--- src/rtl/eth_measurer_sweep.sv ---
`default_nettype none
// +----------------------------------------------------------------------------+
// | Module      : eth_measurer_sweep                                           |
// | Description : Drives the latency measurer coordinator through a packet     |
// |               size sweep, reduces ping/pong samples per size to RTT        |
// |               min/max/sum and good/lost counts, and emits one record per   |
// |               size over a valid/ready handshake.                           |
// | Revision    : 1.0 - initial release                                        |
// +----------------------------------------------------------------------------+
module eth_measurer_sweep (
    input  logic        clk,
    input  logic        rst,
    input  logic        start,
    input  logic        stop,
    input  logic [15:0] psize_min,
    input  logic [15:0] psize_max,
    input  logic [15:0] psize_step,
    input  logic [15:0] samples,
    output logic        enable,
    output logic [15:0] psize_req,
    output logic        coord_rst,
    input  logic        done,
    input  logic [31:0] ping_time,
    input  logic [31:0] pong_time,
    output logic        res_valid,
    input  logic        res_ready,
    output logic [15:0] res_psize,
    output logic [32:0] res_rtt_min,
    output logic [32:0] res_rtt_max,
    output logic [63:0] res_rtt_sum,
    output logic [15:0] res_good,
    output logic [15:0] res_lost,
    output logic        busy,
    output logic        sweep_done
);

    typedef enum logic [1:0] {
        ST_IDLE = 2'd0,
        ST_RUN  = 2'd1,
        ST_EMIT = 2'd2
    } state_t;

    localparam logic [15:0] C_RESET_PSIZE = 16'd46;
    localparam logic [31:0] C_LOST_TIME   = 32'hFFFF_FFFF;

    state_t      r_state;
    state_t      w_state_nxt;

    logic [15:0] r_max;
    logic [15:0] r_step;
    logic [15:0] r_samples;
    logic [15:0] r_idx;
    logic [32:0] r_min_acc;
    logic [32:0] r_max_acc;
    logic [63:0] r_sum_acc;
    logic [15:0] r_good_acc;
    logic [15:0] r_lost_acc;

    logic        w_last_sample;
    logic        w_lost;
    logic [32:0] w_rtt;
    logic [32:0] w_min_n;
    logic [32:0] w_max_n;
    logic [63:0] w_sum_n;
    logic [15:0] w_good_n;
    logic [15:0] w_lost_n;
    logic [16:0] w_next_size;
    logic        w_last_size;
    logic        w_take;
    logic        w_hs;

    assign w_last_sample = (r_idx == r_samples - 16'd1);
    assign w_lost        = (ping_time == C_LOST_TIME) || (pong_time == C_LOST_TIME);
    assign w_rtt         = {1'b0, ping_time} + {1'b0, pong_time};
    assign w_next_size   = {1'b0, psize_req} + {1'b0, r_step};
    assign w_last_size   = (r_step == 16'd0) || (w_next_size > {1'b0, r_max}) || w_next_size[16];
    assign w_take        = (r_state == ST_RUN) && done && !stop;
    assign w_hs          = (r_state == ST_EMIT) && res_ready && !stop;
    assign busy          = (r_state != ST_IDLE);
    assign res_valid     = (r_state == ST_EMIT);

    // Accumulator values including the sample currently strobed by done
    always_comb begin
        w_min_n  = r_min_acc;
        w_max_n  = r_max_acc;
        w_sum_n  = r_sum_acc;
        w_good_n = r_good_acc;
        w_lost_n = r_lost_acc;
        if (w_lost) begin
            w_lost_n = r_lost_acc + 16'd1;
        end else begin
            if (w_rtt < r_min_acc) w_min_n = w_rtt;
            if (w_rtt > r_max_acc) w_max_n = w_rtt;
            w_sum_n  = r_sum_acc + {31'd0, w_rtt};
            w_good_n = r_good_acc + 16'd1;
        end
    end

    // Next-state logic and the coordinator enable; enable drops with the final
    // done so a zero-delay coordinator cannot launch an extra measurement
    always_comb begin
        w_state_nxt = r_state;
        enable      = 1'b0;
        case (r_state)
            ST_IDLE: begin
                if (start && !stop) w_state_nxt = ST_RUN;
            end
            ST_RUN: begin
                enable = !stop && !(done && w_last_sample);
                if (stop)                        w_state_nxt = ST_IDLE;
                else if (done && w_last_sample)  w_state_nxt = ST_EMIT;
            end
            ST_EMIT: begin
                if (stop)                        w_state_nxt = ST_IDLE;
                else if (res_ready)              w_state_nxt = w_last_size ? ST_IDLE : ST_RUN;
            end
            default: w_state_nxt = ST_IDLE;
        endcase
    end

    // State, sweep configuration, accumulators and the result record
    always_ff @(posedge clk) begin
        if (rst) begin
            r_state     <= ST_IDLE;
            psize_req   <= C_RESET_PSIZE;
            r_max       <= 16'd0;
            r_step      <= 16'd0;
            r_samples   <= 16'd1;
            r_idx       <= 16'd0;
            r_min_acc   <= '1;
            r_max_acc   <= '0;
            r_sum_acc   <= '0;
            r_good_acc  <= '0;
            r_lost_acc  <= '0;
            res_psize   <= '0;
            res_rtt_min <= '0;
            res_rtt_max <= '0;
            res_rtt_sum <= '0;
            res_good    <= '0;
            res_lost    <= '0;
            sweep_done  <= 1'b0;
            coord_rst   <= 1'b0;
        end else begin
            r_state    <= w_state_nxt;
            sweep_done <= 1'b0;
            coord_rst  <= stop && (r_state != ST_IDLE);
            case (r_state)
                ST_IDLE: begin
                    if (start && !stop) begin
                        psize_req  <= psize_min;
                        r_max      <= psize_max;
                        r_step     <= psize_step;
                        r_samples  <= (samples == 16'd0) ? 16'd1 : samples;
                        r_idx      <= '0;
                        r_min_acc  <= '1;
                        r_max_acc  <= '0;
                        r_sum_acc  <= '0;
                        r_good_acc <= '0;
                        r_lost_acc <= '0;
                    end
                end
                ST_RUN: begin
                    if (w_take) begin
                        if (w_last_sample) begin
                            // Publish the record and re-arm the accumulators for the next size
                            res_psize   <= psize_req;
                            res_rtt_min <= w_min_n;
                            res_rtt_max <= w_max_n;
                            res_rtt_sum <= w_sum_n;
                            res_good    <= w_good_n;
                            res_lost    <= w_lost_n;
                            r_idx       <= '0;
                            r_min_acc   <= '1;
                            r_max_acc   <= '0;
                            r_sum_acc   <= '0;
                            r_good_acc  <= '0;
                            r_lost_acc  <= '0;
                        end else begin
                            r_idx       <= r_idx + 16'd1;
                            r_min_acc   <= w_min_n;
                            r_max_acc   <= w_max_n;
                            r_sum_acc   <= w_sum_n;
                            r_good_acc  <= w_good_n;
                            r_lost_acc  <= w_lost_n;
                        end
                    end
                end
                ST_EMIT: begin
                    if (w_hs) begin
                        if (w_last_size) sweep_done <= 1'b1;
                        else             psize_req  <= w_next_size[15:0];
                    end
                end
                default: ;
            endcase
        end
    end

endmodule
`default_nettype wire

--- config.mk ---
export PLATFORM = sky130hd
export DESIGN_NAME = eth_measurer_sweep
export DESIGN_NICKNAME = d
export VERILOG_FILES = /design/src/rtl/eth_measurer_sweep.sv
export SDC_FILE = /design/constraint.sdc
export NUM_CORES = 1
export LEC_CHECK = 0
export BUFFER_PORTS_ARGS = -buffer_cell sky130_fd_sc_hd__buf_2
export CELL_PAD_IN_SITES_DETAIL_PLACEMENT = 2
export CELL_PAD_IN_SITES_GLOBAL_PLACEMENT = 2
export CORE_MARGIN = 2
export CORE_UTILIZATION = 32
export CTS_BUF_LIST = sky130_fd_sc_hd__clkbuf_4 sky130_fd_sc_hd__clkbuf_8
export DETAILED_ROUTE_END_ITERATION = 6
export PLACE_DENSITY = 0.77
export RECOVER_POWER = 25
export SYNTH_ARGS = -nofsm -noshare
export SYNTH_HDL_FRONTEND = slang
export SYNTH_SLANG_ARGS = --single-unit
--- constraint.sdc ---
create_clock -name clk -period 4.9 [get_ports clk]
set_clock_uncertainty 0.1 [all_clocks]
set_input_delay 0 -clock clk [delete_from_list [all_inputs] [get_ports clk]]
set_output_delay 0 -clock clk [all_outputs]
set_load 0.05 [all_outputs]
**After elaboration in Yosys (flattened, before gate mapping)**

Index checks and enable logic that the tools add are counted.

- Logic and storage cells: 110
- Bits of input ports: 134
- Output and inout port bits: 199
- Flip-flop bits (word level): 424

- Order comparisons: 3
- Bitwise operators: 2
- Eq/ne operators: 11
- $add $sub $neg: 7
- Muxes and demuxes: 43
- Reduce and logical (&&, ||, !) cells: 25

Operators by type and width:

| operator | number |
|---|---|
| 33-bit two-way mux | 10 |
| 64-bit two-way mux | 4 |
| 16-bit two-way mux | 13 |
| 33-bit case mux with 2 select lines | 2 |
| 16-bit case mux with 2 select lines | 4 |
| 64-bit case mux with 2 select lines | 1 |
| 64-bit by 33-bit adder with 64-bit output | 1 |
| 32-bit equality test, second input constant | 2 |
| 16-bit by 1-bit adder with 16-bit output, second input constant | 3 |
| 32-bit by 32-bit adder with 33-bit output | 1 |
| 33-bit > comparator | 1 |
| 33-bit less-than comparator | 1 |
| 16-bit logical NOT | 2 |
| 16-bit by 16-bit adder with 17-bit output | 1 |
| 17-bit by 16-bit > comparator with 1-bit output | 1 |
| 16-bit equality test | 1 |
| 16-bit by 1-bit subtractor with 16-bit output, second input constant | 1 |
| 2-bit two-way mux | 5 |
| 3-bit AND reduction | 3 |
| 1-bit logical AND | 8 |
| 2-bit inequality test, second input constant | 3 |
| 3-bit by 2-bit inequality test with 1-bit output, second input constant | 2 |
| 2-bit case mux with 3 select lines | 1 |
| 2-bit nonzero test | 3 |
| 11 further kinds | 17 |

**Depth between registers and ports, before layout**

- Depth in word-level cells: 8
- Gate-level depth with buffers: 23
- Depth with buffers taken out: 21

**Worst setup path after synthesis**

Ideal clock, no wire load.

- Path type: input to register
- From: input ping_time[0]
- To: register res_rtt_max[28]
- Path buffers: 2
- Required time: 4.654 ns
- Slack: -0.160 ns
- Data arrival time: 4.814 ns
- Cell stages on the path: 21
- Path through: ha_1 > fa_1 > a211oi_1 > o21a_1 > nor3_1 > o211ai_1 > or3b_2 > nand2_1 > mux2i_1 > and2_1 > ha_1 > nand4_1 > nor3_1 > inv_1 > o211a_1 > a21oi_1 > nor2b_1 > clkbuf_1 > clkbuf_1 > mux2i_1 > a211oi_2

- Longest elaborated chain between the ends: 4

Ends and longest elaborated chain:

| element | line | RTL |
|---|---|---|
| start, declared | 23 | `input logic [31:0] ping_time,` |
| 32-bit by 32-bit adder with 33-bit output | 74 | `assign w_rtt = {1'b0, ping_time} + {1'b0, pong_time};` |
| 33-bit > comparator | 93 | `if (w_rtt > r_max_acc) w_max_n = w_rtt;` |
| 33-bit two-way mux | 93 |  |
| 33-bit two-way mux * | 89 | `if (w_lost) begin` |
| end signal, assigned | 168 | `res_rtt_max <= w_max_n;` |
| end, declared | 29 | `output logic [32:0] res_rtt_max,` |

Mark *: on every way between the ends. The rest lies on a longest branch, timed or not.
A chain may end at the register's enable or synchronous reset.

**Worst setup path after layout**

- From: register r_step[0]
- To: register psize_req[11]

- Longest elaborated chain between the ends: 6

Ends and longest elaborated chain:

| element | line | RTL |
|---|---|---|
| start, declared | 50 | `logic [15:0] r_step;` |
| start signal, assigned | 152 | `r_step <= psize_step;` |
| 16-bit by 16-bit adder with 17-bit output | 75 | `assign w_next_size = {1'b0, psize_req} + {1'b0, r_step};` |
| 17-bit by 16-bit > comparator with 1-bit output | 76 | `assign w_last_size = (r_step == 16'd0) \|\| (w_next_size > {1'b0, r_max}) \|\| w_next_size[16];` |
| 1-bit logical OR (2 in series) | 76 |  |
| 2-bit inequality test (no source line) | - |  |
| 4-bit AND reduction (no source line) | - |  |
| end signal, assigned | 150 | `psize_req <= psize_min;` |
| end signal, assigned | 191 | `else psize_req <= w_next_size[15:0];` |
| end, declared | 20 | `output logic [15:0] psize_req,` |

Several ways; a longest one is shown, not always the timed one. The select of a mux whose other input is x is not followed.

==> results.py <==
metrics = {
    "status": {
        "outcome": "complete, but fails checks",
        "violations": "negative setup slack",
    },
    "synth": {
        "yosysTopAreaCellShare_pct": 34.2,
        "avgSynthCellArea_um2": 7.97,
        "synth.area.top_cells": "dfxtp_1, ha_1, a21oi_1",
        "synth_async_sr_flop_share_pct": 0,
        "syn_inst": 3112,
        "synth_area_um2": 24800,
        "synth_top_flop_cell": "dfxtp_1",
        "synth_edf_count": 0,
        "ys_warn_count": 0,
        "syn_nets": 3415,
        "ys_ff_latch": 424,
        "synth_cell_types": 88,
        "synth_top_area_cell": "dfxtp_1",
        "synth_seq_area_share_pct": 34.2,
    },
    "worst_hold_path": {
        "min_to": "r_max[5]",
        "min_from": "psize_max[5]",
        "hold_path_depth": 4,
        "min_path_type": "primary input to flop",
    },
    "clocking": {
        "cts_buffer_depth": 3,
        "numCtsBuffers": 83,
        "clkLatencyLatePin_ps": 710,
        "root_buffer": "clkbuf_8",
        "cts.sinks": 424,
        "htree_levels": 3,
        "clk_pin_slew_ps": 70,
        "cts_tree": "yes",
    },
    "sta": {
        "relSlewSlack_pct": 10.1,
        "post-route-min-period_ps": 5160,
        "max_freq_ghz": 0.194,
        "whs_ps": 13.6,
        "finalHoldViolCount": 0,
        "min_period_over_period_pct": 105,
        "worstMarginPinSlew_ps": 1350,
        "fin_tns_setup_ps": -2760,
        "setup_viol": 16,
        "rsz0062_at_grt": "true",
        "drv_slew": 0,
        "layout_setup_ws_ps": -262,
    },
    "global_routing": {
        "grt_pass1_wl_um": 179000,
        "grt_use_total_pct": 28.8,
        "globalRouteMet3Util_pct": 4.60,
        "grt_pass1_vias": 29922,
        "grt.busiest_layer": "met2",
        "grt_max_degree": 107,
        "grt_antenna_before_repair": 7,
        "use_met1_pct": 34.7,
        "grt_use_met2_pct": 50.6,
        "grt_overflow": 0,
    },
    "floorplan": {
        "row_count": 102,
        "coreArea_um2": 77100,
        "start_util_pct": 32.2,
        "dieArea_um2": 79700,
        "die_x_um": 282,
        "die_y_um": 282,
        "io-pin-count": 333,
    },
    "final_layout": {
        "final_nets": 4016,
        "area_growth_pct": 29.7,
        "layout-drive-gt1-share_pct": 19.7,
    },
    "critical_path": {
        "timing.rr.end": "psize_req[11]",
        "r2r-start": "r_step[0]",
        "rrSetupSlack_ps": -260,
        "crit_required_ps": 5390,
        "cp_max_fo": 7,
        "r2r_cells": 22,
        "cp-start-kind": "flop",
        "cp.arrival_ps": 5650,
        "critical_path_class": "flop to flop",
        "critPathCaptureType": "flop",
    },
    "placed_design": {
        "io_buffer_count": 332,
        "dp_hpwl_um": 80400,
        "pre_cts_ws_ps": -435,
        "gp_congestion": 0.885,
    },
    "routing": {
        "vias": 27319,
        "drc": 0,
        "drt_wl_total_um": 121000,
        "drt_iter0_markers": 1220,
        "antenna_left": 0,
        "firstDrtPassIters": 5,
        "wl_per_cell_um": 25.1,
        "via_per_inst": 5.66,
    },
    "power": {
        "power_density_nw_per_um2": 331,
        "static-leakage-power_nw": 13.2,
        "power.total_mw": 10.7,
        "ir_worst_vdd_mv": 0.326,
    },
    "flow_run": {
        "cap_violations": 0,
    },
}
-- power by group --
group	leakage [nW]	total (mW)	switching (mW)	internal [mW]
sequential	3.43	3.63	0.0931	3.54
combinational	8.77	3.02	1.84	1.18
clock	0.969	4.01	1.76	2.25
-- state kept, by name (all words and copies together) (netlist names), 33 cells and up --
signal / cells
r_sum_acc: 64
res_rtt_sum: 64
res_rtt_max: 33
res_rtt_min: 33
r_min_acc: 33
r_max_acc: 33
-- what timing repair did --
item | CTS | global route
gates resized for setup | 3 | 67
cloned | 1 | 2
hold buffers | 85 | 0
hold endpoints to repair | 116 | 0
buffers inserted | 1 | 14
pin swaps | 1 | 21
setup endpoints to repair | 16 | 99
-- logic make-up after synthesis --
| family | count (synthesis) | synth area share [%] |
|---|---|---|
| compound gates | 981 | 26.1 |
| xor+xnor | 145 | 5.12 |
| fa+ha+maj | 169 | 8.62 |
| buf+inv | 320 | 5.25 |
| flops | 424 | 34.2 |
| mux | 35 | 1.43 |
| simple gates | 1038 | 19.2 |
-- worst max-delay path by stage --
stage / from / endpoint / slack (ps) / depth (start not counted)
detailed placement: ping_time[0] / r_sum_acc[56] / -440 / 23
global placement: ping_time[0] / r_max_acc[5] / -200 / 21
finish: r_step[0] / psize_req[11] / -260 / 22
floorplan: ping_time[0] / res_rtt_max[28] / 8 / 21
global route: r_step[0] / psize_req[1] / -340 / 22
CTS: psize_req[0] / psize_req[11] / 7 / 22
-- cell type report --
cell class	count	area (um2)
clock buffer	133	1700
tap	1040	1300
timing repair buffer	699	4700
sequential	424	8500
inverter	137	519
antenna	8	20.0
clock inverter	14	119
multi-input combinational	2368	15300
fill	8819	44900
-- through the flow --
step	cell area, um2	std cells	util, %
2_1_floorplan	24800	3112	-
3_3_place_gp	29200	4565	37.9
6_report	32200	4823	41.7
4_1_cts	31900	4799	41.4
3_5_place_dp	29200	4565	37.9
5_1_grt	32200	4821	41.7
-- metal layers --
layer  routed length [um]  share of wire, %
met2                59300                49
met4                 5460               4.5
met1                50600                42
met5                   25             0.021
met3                 5800               4.8
-- synth_stat cells (30+ instances only) --
library cell  instances
inv_1               136
o211ai_1             54
a21o_1               49
o21ai_0             174
ha_1                166
xnor2_1              79
buf_2                39
a21oi_1             324
a211oi_1             67
nand3_1              50
nand4_1              51
nor3_1               49
dfxtp_1             424
nand2_1             413
clkbuf_1            127
and3_1               41
o21a_1               31
nor2_1              276
a211oi_2             30
xor2_1               66
mux2i_1              31
-- critical path: stages (launching register included) --
cell	delay (ps)
dfxtp_4	370
ha_4	180
inv_4	60
fa_2	230
nor2b_2	60
o31a_1	310
o41a_1	430
a41o_4	260
o41ai_4	340
buf_4	250
o21ai_2	100
xor2_1	220
ha_1	340
nand4_1	100
o32a_1	410
a21oi_2	190
o21ai_2	110
a22oi_2	220
buf_6	180
buf_12	140
buf_6	110
o21ai_1	70
a31oi_1	250
-- layout by cell type, fill, tap and decap left out, types with 15 or more instances in the layout --
cell type and instances:
nand4_1 51, a31oi_1 28, ha_1 162, nor2_1 269, nand3_1 49, xnor2_1 78, clkbuf_8 112, mux2i_1 31
nand2_1 411, buf_4 261, clkbuf_4 21, clkbuf_1 149, o21a_1 31, nor3_1 45, and3_1 41, a21oi_1 320
xor2_1 65, a22oi_1 27, a22o_1 28, buf_2 182, a211oi_2 31, o31ai_1 16, dlygate4sd3_1 85, dfxtp_1 419
nand3b_1 15, or3_1 21, o21ai_0 164, a21o_1 49, nor4_1 19, o211ai_1 54, a211oi_1 66, and2_1 19
inv_1 134
Note: power is estimated with default switching activity, not from simulation.
